## src/rtl/ps2_host_pkg.sv

```systemverilog
// Shared types and protocol constants for the PS/2 mouse host sequencer.
package ps2_host_pkg;

  typedef enum logic [3:0] {
    ST_IDLE,
    ST_INHIBIT,
    ST_RTS,
    ST_TX_WAIT,
    ST_ACK_WAIT,
    ST_STREAM_B0,
    ST_STREAM_B1,
    ST_STREAM_B2,
    ST_ERROR
  } state_e;

  localparam logic [7:0] CMD_ENABLE = 8'hF4;
  localparam logic [7:0] RSP_ACK    = 8'hFA;
  localparam logic [7:0] RSP_RESEND = 8'hFE;
  localparam logic [7:0] RSP_ERROR  = 8'hFC;

  function automatic logic in_stream(input state_e s);
    return (s == ST_STREAM_B0) || (s == ST_STREAM_B1) || (s == ST_STREAM_B2);
  endfunction

endpackage

```

## src/rtl/ps2_host_ctrl_if.sv

```systemverilog
// Line controls, transmitter/receiver handshake and packet outputs of the host sequencer.
interface ps2_host_ctrl_if;

  logic       Start;
  logic       Done;
  logic       Interrupt;
  logic [7:0] ReadVal;
  logic       Clk_T;
  logic       Clk_Out;
  logic       D_T;
  logic       Load;
  logic [7:0] LoadVal;
  logic       Ready;
  logic       Packet_Valid;
  logic [2:0] Buttons;
  logic [8:0] Dx;
  logic [8:0] Dy;
  logic [1:0] Overflow;
  logic       Error;

  modport master (
    input  Start, Done, Interrupt, ReadVal,
    output Clk_T, Clk_Out, D_T, Load, LoadVal, Ready, Packet_Valid,
           Buttons, Dx, Dy, Overflow, Error
  );

  modport slave (
    output Start, Done, Interrupt, ReadVal,
    input  Clk_T, Clk_Out, D_T, Load, LoadVal, Ready, Packet_Valid,
           Buttons, Dx, Dy, Overflow, Error
  );

endinterface

```

## src/rtl/ps2_edge_sync.sv

```systemverilog
// Two-flop synchroniser followed by a rising-edge pulse for PS/2-domain levels.
module ps2_edge_sync (
  input  logic clk,
  input  logic rst,
  input  logic din,
  output logic rise_c
);

  // [0],[1] synchroniser stages, [2] previous synchronised value
  logic [2:0] sh_q, sh_d;

  always_comb begin
    sh_d = {sh_q[1:0], din};
  end

  always_ff @(posedge clk) begin
    if (rst) sh_q <= '0;
    else     sh_q <= sh_d;
  end

  assign rise_c = sh_q[1] & ~sh_q[2];

endmodule

```

## src/rtl/ps2_host_ctrl.sv

```systemverilog
// PS/2 mouse host: enables data reporting via the inhibit/RTS/send handshake, then frames 3-byte packets.
module ps2_host_ctrl
  import ps2_host_pkg::*;
#(
  parameter int unsigned INHIBIT_CYCLES = 5000,
  parameter int unsigned RTS_CYCLES     = 50,
  parameter int unsigned TIMEOUT_CYCLES = 1_000_000,
  parameter int unsigned MAX_RETRY      = 3
) (
  input  logic             CLK,
  input  logic             Reset,
  ps2_host_ctrl_if.master  bus
);

  localparam int unsigned CNT_MAX0 = (INHIBIT_CYCLES > RTS_CYCLES) ? INHIBIT_CYCLES : RTS_CYCLES;
  localparam int unsigned CNT_MAX  = (CNT_MAX0 > TIMEOUT_CYCLES) ? CNT_MAX0 : TIMEOUT_CYCLES;
  localparam int unsigned CNT_W    = $clog2(CNT_MAX + 1);
  localparam int unsigned RETRY_W  = $clog2(MAX_RETRY + 2);

  state_e               state_q, state_d;
  logic [CNT_W-1:0]     cnt_q, cnt_d;
  logic [RETRY_W-1:0]   retry_q, retry_d;
  logic [7:0]           b0_q, b0_d, b1_q, b1_d;
  logic                 clk_t_q, clk_t_d, d_t_q, d_t_d, load_q, load_d;
  logic [7:0]           load_val_q, load_val_d;
  logic                 ready_q, ready_d, pkt_valid_q, pkt_valid_d, error_q, error_d;
  logic [2:0]           buttons_q, buttons_d;
  logic [8:0]           dx_q, dx_d, dy_q, dy_d;
  logic [1:0]           ovf_q, ovf_d;
  logic                 done_evt, rx_evt, timed_c, tmo_c;

  ps2_edge_sync u_done_sync (.clk(CLK), .rst(Reset), .din(bus.Done),      .rise_c(done_evt));
  ps2_edge_sync u_rx_sync   (.clk(CLK), .rst(Reset), .din(bus.Interrupt), .rise_c(rx_evt));

  always_comb begin
    state_d     = state_q;
    retry_d     = retry_q;
    b0_d        = b0_q;
    b1_d        = b1_q;
    buttons_d   = buttons_q;
    dx_d        = dx_q;
    dy_d        = dy_q;
    ovf_d       = ovf_q;
    pkt_valid_d = 1'b0;
    tmo_c       = (cnt_q == CNT_W'(TIMEOUT_CYCLES - 1));

    case (state_q)
      ST_IDLE, ST_ERROR: begin
        if (bus.Start) begin
          state_d = ST_INHIBIT;
          retry_d = '0;
        end
      end
      ST_INHIBIT: if (cnt_q == CNT_W'(INHIBIT_CYCLES - 1)) state_d = ST_RTS;
      ST_RTS:     if (cnt_q == CNT_W'(RTS_CYCLES - 1))     state_d = ST_TX_WAIT;
      ST_TX_WAIT: begin
        if (done_evt)   state_d = ST_ACK_WAIT;
        else if (tmo_c) state_d = ST_ERROR;
      end
      ST_ACK_WAIT: begin
        if (rx_evt) begin
          case (bus.ReadVal)
            RSP_ACK:    state_d = ST_STREAM_B0;
            RSP_RESEND: begin
              if (retry_q < RETRY_W'(MAX_RETRY)) begin
                retry_d = retry_q + RETRY_W'(1);
                state_d = ST_INHIBIT;
              end else begin
                state_d = ST_ERROR;
              end
            end
            RSP_ERROR:  state_d = ST_ERROR;
            default:    state_d = ST_ERROR;
          endcase
        end else if (tmo_c) begin
          state_d = ST_ERROR;
        end
      end
      // Bytes without the always-one bit 3 cannot start a packet; drop them to resynchronise
      ST_STREAM_B0: begin
        if (rx_evt && bus.ReadVal[3]) begin
          b0_d    = bus.ReadVal;
          state_d = ST_STREAM_B1;
        end
      end
      ST_STREAM_B1: begin
        if (rx_evt) begin
          b1_d    = bus.ReadVal;
          state_d = ST_STREAM_B2;
        end
      end
      ST_STREAM_B2: begin
        if (rx_evt) begin
          buttons_d   = b0_q[2:0];
          dx_d        = {b0_q[4], b1_q};
          dy_d        = {b0_q[5], bus.ReadVal};
          ovf_d       = b0_q[7:6];
          pkt_valid_d = 1'b1;
          state_d     = ST_STREAM_B0;
        end
      end
      default: state_d = ST_IDLE;
    endcase

    timed_c = (state_q == ST_INHIBIT) || (state_q == ST_RTS) ||
              (state_q == ST_TX_WAIT) || (state_q == ST_ACK_WAIT);
    cnt_d   = (timed_c && (state_d == state_q)) ? cnt_q + CNT_W'(1) : '0;

    // Line controls decode the current state, so Load and the clock release coincide
    clk_t_d    = !((state_q == ST_INHIBIT) || (state_q == ST_RTS));
    d_t_d      = !((state_q == ST_RTS) || (state_q == ST_TX_WAIT));
    load_d     = (state_q == ST_TX_WAIT) && (cnt_q == '0);
    load_val_d = CMD_ENABLE;
    ready_d    = in_stream(state_q);
    error_d    = (state_q == ST_ERROR);
  end

  always_ff @(posedge CLK) begin
    if (Reset) begin
      state_q     <= ST_IDLE;
      cnt_q       <= '0;
      retry_q     <= '0;
      b0_q        <= '0;
      b1_q        <= '0;
      clk_t_q     <= 1'b1;
      d_t_q       <= 1'b1;
      load_q      <= 1'b0;
      load_val_q  <= CMD_ENABLE;
      ready_q     <= 1'b0;
      pkt_valid_q <= 1'b0;
      error_q     <= 1'b0;
      buttons_q   <= '0;
      dx_q        <= '0;
      dy_q        <= '0;
      ovf_q       <= '0;
    end else begin
      state_q     <= state_d;
      cnt_q       <= cnt_d;
      retry_q     <= retry_d;
      b0_q        <= b0_d;
      b1_q        <= b1_d;
      clk_t_q     <= clk_t_d;
      d_t_q       <= d_t_d;
      load_q      <= load_d;
      load_val_q  <= load_val_d;
      ready_q     <= ready_d;
      pkt_valid_q <= pkt_valid_d;
      error_q     <= error_d;
      buttons_q   <= buttons_d;
      dx_q        <= dx_d;
      dy_q        <= dy_d;
      ovf_q       <= ovf_d;
    end
  end

  assign bus.Clk_T        = clk_t_q;
  assign bus.Clk_Out      = 1'b0;
  assign bus.D_T          = d_t_q;
  assign bus.Load         = load_q;
  assign bus.LoadVal      = load_val_q;
  assign bus.Ready        = ready_q;
  assign bus.Packet_Valid = pkt_valid_q;
  assign bus.Buttons      = buttons_q;
  assign bus.Dx           = dx_q;
  assign bus.Dy           = dy_q;
  assign bus.Overflow     = ovf_q;
  assign bus.Error        = error_q;

endmodule

```

## src/flat_wrapper.sv

```systemverilog
// flat-port wrapper written by rule: the top's interface ports become plain ports
module ps2_host_ctrl_flat import ps2_host_pkg::*;
#(
  parameter int unsigned INHIBIT_CYCLES = 5000,
  parameter int unsigned RTS_CYCLES     = 50,
  parameter int unsigned TIMEOUT_CYCLES = 1_000_000,
  parameter int unsigned MAX_RETRY      = 3
)
  (CLK, Reset, bus_Start, bus_Done, bus_Interrupt, bus_ReadVal, bus_Clk_T, bus_Clk_Out, bus_D_T, bus_Load, bus_LoadVal, bus_Ready, bus_Packet_Valid, bus_Buttons, bus_Dx, bus_Dy, bus_Overflow, bus_Error);
  ps2_host_ctrl_if bus_i ();
  input  logic CLK;
  input  logic Reset;
  input wire logic [$bits(bus_i.Start)-1:0] bus_Start;
  input wire logic [$bits(bus_i.Done)-1:0] bus_Done;
  input wire logic [$bits(bus_i.Interrupt)-1:0] bus_Interrupt;
  input wire logic [$bits(bus_i.ReadVal)-1:0] bus_ReadVal;
  output wire logic [$bits(bus_i.Clk_T)-1:0] bus_Clk_T;
  output wire logic [$bits(bus_i.Clk_Out)-1:0] bus_Clk_Out;
  output wire logic [$bits(bus_i.D_T)-1:0] bus_D_T;
  output wire logic [$bits(bus_i.Load)-1:0] bus_Load;
  output wire logic [$bits(bus_i.LoadVal)-1:0] bus_LoadVal;
  output wire logic [$bits(bus_i.Ready)-1:0] bus_Ready;
  output wire logic [$bits(bus_i.Packet_Valid)-1:0] bus_Packet_Valid;
  output wire logic [$bits(bus_i.Buttons)-1:0] bus_Buttons;
  output wire logic [$bits(bus_i.Dx)-1:0] bus_Dx;
  output wire logic [$bits(bus_i.Dy)-1:0] bus_Dy;
  output wire logic [$bits(bus_i.Overflow)-1:0] bus_Overflow;
  output wire logic [$bits(bus_i.Error)-1:0] bus_Error;
  assign bus_i.Start = bus_Start;
  assign bus_i.Done = bus_Done;
  assign bus_i.Interrupt = bus_Interrupt;
  assign bus_i.ReadVal = bus_ReadVal;
  assign bus_Clk_T = bus_i.Clk_T;
  assign bus_Clk_Out = bus_i.Clk_Out;
  assign bus_D_T = bus_i.D_T;
  assign bus_Load = bus_i.Load;
  assign bus_LoadVal = bus_i.LoadVal;
  assign bus_Ready = bus_i.Ready;
  assign bus_Packet_Valid = bus_i.Packet_Valid;
  assign bus_Buttons = bus_i.Buttons;
  assign bus_Dx = bus_i.Dx;
  assign bus_Dy = bus_i.Dy;
  assign bus_Overflow = bus_i.Overflow;
  assign bus_Error = bus_i.Error;
  ps2_host_ctrl #(.INHIBIT_CYCLES(INHIBIT_CYCLES), .RTS_CYCLES(RTS_CYCLES), .TIMEOUT_CYCLES(TIMEOUT_CYCLES), .MAX_RETRY(MAX_RETRY)) u_core (.CLK(CLK), .Reset(Reset), .bus(bus_i));
endmodule
```

## config.mk

```make
export PLATFORM = sky130hd
export DESIGN_NAME = ps2_host_ctrl_flat
export DESIGN_NICKNAME = d
export VERILOG_FILES = /design/src/rtl/ps2_host_pkg.sv /design/src/rtl/ps2_host_ctrl_if.sv /design/src/rtl/ps2_edge_sync.sv /design/src/rtl/ps2_host_ctrl.sv /design/src/flat_wrapper.sv
export SDC_FILE = /design/constraint.sdc
export NUM_CORES = 1
export LEC_CHECK = 0
export BUFFER_PORTS_ARGS = -buffer_cell sky130_fd_sc_hd__buf_4
export CORE_MARGIN = 4
export CORE_UTILIZATION = 50
export CTS_BUF_LIST = sky130_fd_sc_hd__clkbuf_2 sky130_fd_sc_hd__clkbuf_4 sky130_fd_sc_hd__clkbuf_8
export DETAILED_ROUTE_END_ITERATION = 10
export GPL_TIMING_DRIVEN = 1
export PLACE_DENSITY_LB_ADDON = 0.1
export SLEW_MARGIN = 0
export SYNTH_ARGS = -nofsm -noshare
export SYNTH_HDL_FRONTEND = slang
export SYNTH_SLANG_ARGS = --single-unit
export TNS_END_PERCENT = 5
```

## constraint.sdc

```tcl
create_clock -name CLK -period 3.2 [get_ports CLK]
set_input_delay 0.64 -clock CLK [delete_from_list [all_inputs] [get_ports CLK]]
set_output_delay 0.64 -clock CLK [all_outputs]
set_load 0.05 [all_outputs]
```

; ---- After elaboration in Yosys (flattened, before gate mapping)
; Index checks and enable logic that the tools add are counted.
[totals]
ff_bits = 78
in_bits = 13
out_inout_bits = 38
elab_cells = 83
[op_classes]
addsub = 2
n_lt_le_gt_ge = 1
eq_ne = 18
n_mux = 18
bitwise_logic = 6
reduce_logical = 21
[ops]
columns = operator, count
row1 = $mux 4, 10
row2 = $pmux 4 s8, 1
row3 = $add 20x1->20 const B, 1
row4 = $eq 20x13->1 const B, 1
row5 = $eq 20x20->1 const B, 1
row6 = $eq 20x6->1 const B, 1
row7 = $logic_not 20->1, 1
row8 = $eq 4x3->1 const B, 4
row9 = $eq 8x8->1 const B, 2
row10 = $mux 3, 4
row11 = $eq 4x2->1 const B, 2
row12 = $pmux 4 s2, 1
row13 = $logic_or 1x1->1, 6
row14 = $pmux 3 s2, 1
row15 = $reduce_and 2->1, 3
row16 = $reduce_or 2->1, 3
row17 = $reduce_and 5->1, 1
row18 = $eq 4x1->1 const B, 1
row19 = $eq 4x4->1, 1
row20 = $eq 4x4->1 const B, 1
row21 = $logic_not 4->1, 1
row22 = $ne 2x1->1 const B, 2
row23 = $ne 2x2->1 const B, 2
row24 = $not 1->1, 4
row25 = other kinds (7), 11

; ---- Logic depth before layout (Yosys ltp)
; Gate-level depths: netlist (run 1).
[logic_depth]
word_depth = 9
mapped_depth = 9
depth_no_buf = 8

; ---- Cells and area by module
; A second synthesis (run 1) with hierarchy kept.
[hier_totals]
cells_unflattened = 424
area_unflattened_um2 = 3454.6
[modules_own_cells]
columns = module, instances, cells_per_inst, area_per_inst_um2
row1 = ps2_host_ctrl, 1, 410, 3279.4
row2 = ps2_edge_sync, 2, 7, 87.6

; ---- Worst setup path before layout (run 1)
; No wires, ideal clock.
[synth_timing]
kind = input to register
from = input port bus_ReadVal[3]
to = register u_core.cnt_q[12]
setup_time_ns = 0.089
arrival_ns = 2.681
required_ns = 3.111
slack_ns = 0.430
path_stages = 9
path_buffers = 2
cell_sequence = nand3b_1 or3_1 clkbuf_1 o21ai_0 nor2_1 o21ai_0 nand2_1 clkbuf_1 nor4_2
[synth_via]
elab_chain_len = 8
[synth_rtl]
columns = item, line
row1 = from (decl), flat_wrapper.sv:16  ; input wire logic [$bits(bus_i.ReadVal)-1:0] bus_ReadVal;
row2 = $eq 8x8->1, ps2_host_ctrl.sv:62  ; case (bus.ReadVal)
row3 = $pmux 4 s2, ps2_host_ctrl.sv:62
row4 = $mux 4, ps2_host_ctrl.sv:61  ; if (rx_evt) begin
row5 = $pmux 4 s8 *, ps2_host_ctrl.sv:47  ; case (state_q)
row6 = $eq 4x4->1 *, ps2_host_ctrl.sv:107  ; cnt_d = (timed_c && (state_d == state_q)) ? cnt_q + CNT_W'(1) : '0;
row7 = $logic_and 1x1->1 *, ps2_host_ctrl.sv:107
row8 = $not 1->1 (no source line) *, --
row9 = $reduce_or 2->1 (no source line) *, --
row10 = to (signal assigned), ps2_host_ctrl.sv:138  ; cnt_q <= cnt_d;
row11 = to (decl), ps2_host_ctrl.sv:21  ; logic [CNT_W-1:0] cnt_q, cnt_d;
; Mark *: on every way between the ends. The rest lies on a longest branch, timed or not.
; A chain may end at the register's enable or synchronous reset.

; ---- Worst setup path in the final report (run 1)
[layout_timing]
from = register u_core.cnt_q[11]
to = register u_core.cnt_q[5]
[layout_via]
elab_chain_len = 8
[layout_rtl]
columns = item, line
row1 = $eq 20x20->1, ps2_host_ctrl.sv:45  ; tmo_c = (cnt_q == CNT_W'(TIMEOUT_CYCLES - 1));
row2 = $mux 4, "ps2_host_ctrl.sv:58, ps2_host_ctrl.sv:75"
row3 = $mux 4 (on tied branches), "ps2_host_ctrl.sv:61, ps2_host_ctrl.sv:57"
row4 = $pmux 4 s8 *, ps2_host_ctrl.sv:47
row5 = $eq 4x4->1 *, ps2_host_ctrl.sv:107
row6 = $logic_and 1x1->1 *, ps2_host_ctrl.sv:107
row7 = $not 1->1 (no source line) *, --
row8 = $reduce_or 2->1 (no source line) *, --
; Marked as above.

==> metrics, run 1 <==
status=finished, final reports clean; Num CTS Buffers=9; Ys Warns=0; I/O pin cnt=51; WP data required=3460 ps; Arr. time, crit path=3210 ps; fin crit share=92.4%; Max-cap violations=0; total global routing overflow=0; vias in the first global route=~2400; commonest non-fill, non-tap cells in the layout=dfxtp_1 (77), nand2_1 (63), buf_4 (46), nor2_1 (36), a21oi_1 (30); hold-fix buffer count after cts=0; critical path launch point type=flip-flop; CTS root buffer=clkbuf_8; Setup Skew=12.9 ps; port bufs=41; Highest Signal Layer=met4; # diodes=0; commonest non-fill, non-tap cell in the layout=dfxtp_1; Mapped Cells=379; WL/cell=14.3 µm; number of antenna violations at the first check in global routing=0; fill count=591; final setup fails=0; core area=0.00646 mm²; Pwr Density=480 mW/mm²; Synth area leader=dfxtp_1; layout cells sized above 1=20.6%; Final Max Tran Viols=0; effective utilization at floorplan=52.5%; CP Class=reg2reg; sequential area share after synthesis=45.5%; crit-path max FO=20; GP Congestion=approximately 0.82; vias=2656; TritonCTS sink count=77; worst-case clock buffer depth=2; DR pass1 iterations=4; Leakage=1.52 nW; largest net degree at the start of global routing=58; total track usage=18.0%; Routed met1 length=3.59 mm; synthesized flop and latch total=just under 80; slew margin rel.=43.2%; iteration-0 DRC count of the detailed router=188; Routed met3 length=320 µm; Worst VDD drop=0.000325 V; Hold Path Class=reg2reg; Post-Syn Area=0.00339 mm²; Final Hold Viols=0; Final nets=430; ANT nets after route=0; Skew-Pair Late Insertion Delay=350 ps; Die Area=0.00816 mm²; Yosys top cell area share=~45%; synth unique cells=42; first-pass GRT wire length=12.0 mm; Worst-path clk slew=80 ps; Worst Setup End Kind=flip-flop; Tmin final=2960 ps; Die Ht=90.4 µm; Slew @ Worst Pin=853 ps; final wirelength=7.06 mm; CTS H-tree depth=3; largest cells by area after synthesis=dfxtp_1 (45%), nor4_2 (7.0%), nand2_1 (7.0%); fin cells=494; Syn-to-layout area delta=15.4%; RSZ-0062 raised after global routing=false; fmax=338 MHz; placed cells=about 480; detailed-route DRC error count=0; syn avg cell area=8.95 µm²; setup_tns=0 ps; FP Rows=29; placed wire-length estimate=4.75 mm; met2 WL post-DR=between 3 and 4 mm; die width=90.4 µm; CTS tree=done; Via density=5.38; CTS-repair resized insts=0; Setup Fix Bufs, Post-CTS=0
-- report_power, final --
group	switching [mW]	total, mW	internal [mW]
sequential	0.00706	0.970	0.963
combinational	0.0887	0.120	0.0317
clock	0.351	0.788	0.436
-- final timing paths --
kind / from / end / slack [ps] / cells past startpoint
setup reg to reg: u_core.cnt_q[11] / u_core.cnt_q[5] / 240 / 8
hold reg to reg: u_core.u_rx_sync.sh_q[0] / u_core.u_rx_sync.sh_q[1] / 440 / 1
hold / removal: u_core.u_rx_sync.sh_q[0] / u_core.u_rx_sync.sh_q[1] / 440 / 1
setup / recovery: u_core.cnt_q[11] / u_core.cnt_q[5] / 240 / 8
-- cell usage after synthesis --
master	instances
o211ai_1	1
dfxtp_1	77
o221ai_1	1
xor2_2	1
buf_2	2
and3_1	4
clkbuf_1	15
mux2i_1	15
conb_1	2
o22ai_1	1
o21ai_0	5
a21boi_0	1
nor4_1	4
a22oi_1	1
or4_1	3
nor2b_1	13
buf_6	2
nand3b_1	1
nor3b_1	2
inv_1	3
a21oi_1	30
or2_2	2
xnor2_1	11
or4_4	1
nand4b_1	5
or3_1	2
nor3_1	8
xor2_1	8
nand4_1	6
nor4_2	19
and2_1	1
nand2_1	63
and4_1	2
buf_4	9
buf_1	2
nor2_1	36
nor4_4	1
a211oi_1	1
nor4b_1	1
nand2b_1	1
nand3_1	12
ha_1	4
-- kinds of logic (layout without fill, tap and decap cells) --
family          after synthesis  in the layout  synth area share, %
compound gates               41             41                 6.49
xor+xnor                     20             20                 5.39
fa+ha+maj                     4              4                 1.48
buf+inv                      33             64                 5.17
flops                        77             77                 45.5
mux                          15             15                 4.43
other cells                   2              9                0.221
simple gates                187            187                 31.4
-- critical path: stages, from the launching register on --
cell,delay (ps)
dfxtp_1,380
or4_1,590
or3_1,360
nor4_2,310
o22ai_1,100
or4_4,440
xor2_2,150
buf_4,250
nor4_2,270
-- sequential cells by signal, indices dropped and copies added (netlist names), 2 cells and up --
name and count:
u_core.bus.Dy 9, u_core.bus.Overflow 2, u_core.b0_q 7, u_core.retry_q 3, u_core.u_rx_sync.sh_q 3, u_core.cnt_q 20, u_core.bus.Dx 9, u_core.b1_q 8
u_core.bus.Buttons 3, u_core.state_q 4, u_core.u_done_sync.sh_q 3
-- routing by layer --
| layer | vias to the layer above | global-route usage [%] |
|---|---|---|
| met5 | - | 0 |
| met4 | 0 | 8.04 |
| met3 | 8 | 3.67 |
| met2 | 60 | 25.6 |
| met1 | 1230 | 26.0 |
| li1 | 1358 | - |
-- through the flow --
| step | setup slack, ps | hold WS (ps) | utilization [%] | cell area [µm²] | power (mW) |
|---|---|---|---|---|---|
| finish | 245 | 442 | 60.6 | 3910 | 1.88 |
| detailed placement | 284 | 427 | 57.3 | 3700 | 1.11 |
| floorplan | 430 | 414 | - | 3420 | 1.10 |
| global placement | 337 | 423 | 57.3 | 3700 | 1.11 |
| global route | 63.0 | 456 | 60.6 | 3910 | 1.94 |
| CTS | 254 | 446 | 60.6 | 3910 | 1.89 |
-- cell type report --
type,count,area (µm²),share of cell area (%)
clock buffer,9,124,3.16
clock inverter,6,87.6,2.24
inverter,3,11.3,0.288
multi-input combinational,276,1710,43.6
sequential,77,1540,39.4
tap,77,96.3,2.46
timing repair buffer,46,345,8.82
Power figures use the tool's default switching activity.
==> run 2, diff against run 1 <==
--- a/config.mk
+++ b/config.mk
@@ -11,6 +11,7 @@
 export CTS_BUF_LIST = sky130_fd_sc_hd__clkbuf_2 sky130_fd_sc_hd__clkbuf_4 sky130_fd_sc_hd__clkbuf_8
 export DETAILED_ROUTE_END_ITERATION = 10
 export GPL_TIMING_DRIVEN = 1
+export MAX_ROUTING_LAYER = met4
 export PLACE_DENSITY_LB_ADDON = 0.1
 export SLEW_MARGIN = 0
 export SYNTH_ARGS = -nofsm -noshare
==> run 2 against run 1 <==
Against the previous run:
- count of clock-buffer cells in the layout is the same
- worst hold slack gained 1.1 ps
- critical path depth is the same
- sequential share of layout area is the same
- flip-flop and latch count is the same
- die area is the same
- non-clock buffer count is the same
- utilization is the same
- via count shrank 0.49%
- critical endpoint unchanged
- largest power group unchanged
==> metrics, run 2 (synthesis results as in run 1) <==
number of antenna violations at the first check in global routing=0 (unchanged); fin crit share=92.2% (was 92.4%); Worst-path clk slew=80 ps (about the same); Final Hold Viols=0 (unchanged); Skew-Pair Late Insertion Delay=350 ps (about the same); Tmin final=2950 ps (was 2960 ps); Hold Path Class=reg2reg (unchanged); Comb pwr share=6.4% (about the same); Worst Setup End Kind=flip-flop (unchanged); I/O pin cnt=51 (unchanged); setup_tns=0 ps (unchanged); Syn-to-layout area delta=15.4% (unchanged); Clock Power Share=42.0% (was 41.9%); Sw Share=23.9% (was 23.8%); Worst VDD drop=0.000325 V (about the same); total track usage=18.5% (was 18.0%); RSZ-0062 raised after global routing=false (unchanged); commonest non-fill, non-tap cells in the layout=dfxtp_1 (77), nand2_1 (63), buf_4 (46), nor2_1 (36), a21oi_1 (30) (unchanged); Via density=5.35 (was 5.38); Arr. time, crit path=3210 ps (about the same); Leakage=1.52 nW (unchanged); Largest Register=u_core.cnt_q (unchanged); ANT nets after route=0 (unchanged); Setup Fix Bufs, Post-CTS=0 (unchanged); flip-flop count of the largest register after layout=20 (unchanged); vias=2643 (was 2656); NetSw=0.449 mW (was 0.447 mW); slew margin rel.=44.2% (was 43.2%); Setup Skew=11.7 ps (was 12.9 ps); die width=90.4 µm (unchanged); reg-to-reg slack, setup=250 ps (was 240 ps); Die Area=0.00816 mm² (unchanged); final wirelength=7.06 mm (unchanged); WP data required=3460 ps (about the same); crit-path max FO=20 (unchanged); Max-cap violations=0 (unchanged); GP Congestion=0.828 (was 0.816); hold_ws=443 ps (was 442 ps); status=finished, final reports clean (unchanged); worst-case clock buffer depth=2 (unchanged); FP Rows=29 (unchanged); TritonCTS sink count=77 (unchanged); Final WS setup=248 ps (was 245 ps); largest net degree at the start of global routing=58 (unchanged); detailed-route DRC error count=0 (unchanged); overall power=1.88 mW (about the same); CTS tree=done (unchanged); Final nets=430 (unchanged); placed wire-length estimate=4.75 mm (unchanged); CP Class=reg2reg (unchanged); core area=0.00646 mm² (unchanged); CTS H-tree depth=3 (unchanged); hold-fix buffer count after cts=0 (unchanged); port bufs=41 (unchanged); fmax=339 MHz (was 338 MHz); commonest non-fill, non-tap cell in the layout=dfxtp_1 (unchanged); WL/cell=14.3 µm (unchanged); Slew @ Worst Pin=837 ps (was 853 ps); # diodes=0 (unchanged); post-place setup slack=284 ps (unchanged); Pwr Density=480 mW/mm² (about the same); layout cells sized above 1=20.6% (unchanged); critical path launch point type=flip-flop (unchanged); CTS-repair resized insts=0 (unchanged); final setup fails=0 (unchanged); Finished Core Util=60.6% (unchanged); Pint=1.43 mW (about the same); Final Max Tran Viols=0 (unchanged); CTS root buffer=clkbuf_8 (unchanged); vias in the first global route=2414 (unchanged); Num CTS Buffers=9 (unchanged); first-pass GRT wire length=12.0 mm (unchanged); Reg power frac=51.6% (about the same); effective utilization at floorplan=52.5% (unchanged); DR pass1 iterations=4 (unchanged); Die Ht=90.4 µm (unchanged); iteration-0 DRC count of the detailed router=192 (was 188); total global routing overflow=0 (unchanged)
run 2: final timing paths:
check / from / to / cells after the start
worst min-delay path: u_core.u_rx_sync.sh_q[0] / u_core.u_rx_sync.sh_q[1] / 1
worst min register to register: u_core.u_rx_sync.sh_q[0] / u_core.u_rx_sync.sh_q[1] / 1
worst max-delay path: u_core.cnt_q[11] / u_core.cnt_q[5] / 8
worst max register to register: u_core.cnt_q[11] / u_core.cnt_q[5] / 8
run 2: through the flow:
| step | instances | cell area [µm²] |
|---|---|---|
| finish | 494 | 3910 |
| global route | 494 | 3910 |
| CTS | 494 | 3910 |
| detailed placement | 479 | 3700 |
| global placement | 479 | 3700 |
| floorplan | 386 | 3420 |
run 2: critical path, stage by stage, from the launching register on:
cell     delay (ps)
dfxtp_1         380
or4_1           590
or3_1           360
nor4_2          310
o22ai_1         100
or4_4           440
xor2_2          150
buf_4           250
nor4_2          270
run 2: layer usage:
metal | GRT usage [%] | wire [µm] | vias to the layer above
met1 | 26.0 | 3590 | 1215
li1 | - | - | 1356
met5 | - | 0 | -
met4 | 8.04 | 106 | 0
met3 | 3.67 | 322 | 7
met2 | 25.5 | 3030 | 65
run 2: final cells by class:
cell class,instances,area (µm²)
clock buffer,9,124
multi-input combinational,276,1710
sequential,77,1540
fill,591,2540
timing repair buffer,46,345
inverter,3,11.3
clock inverter,6,87.6
tap,77,96.3
run 2: power by group through the flow:
stage                     registers [mW]  logic [mW]  clock network, mW
after floorplan                    0.991       0.104                  0
after global placement             0.992       0.120                  0
after detailed placement           0.992       0.120                  0
after CTS                          0.970       0.120              0.804
after global routing               0.971       0.128              0.844
final                              0.970       0.120              0.789
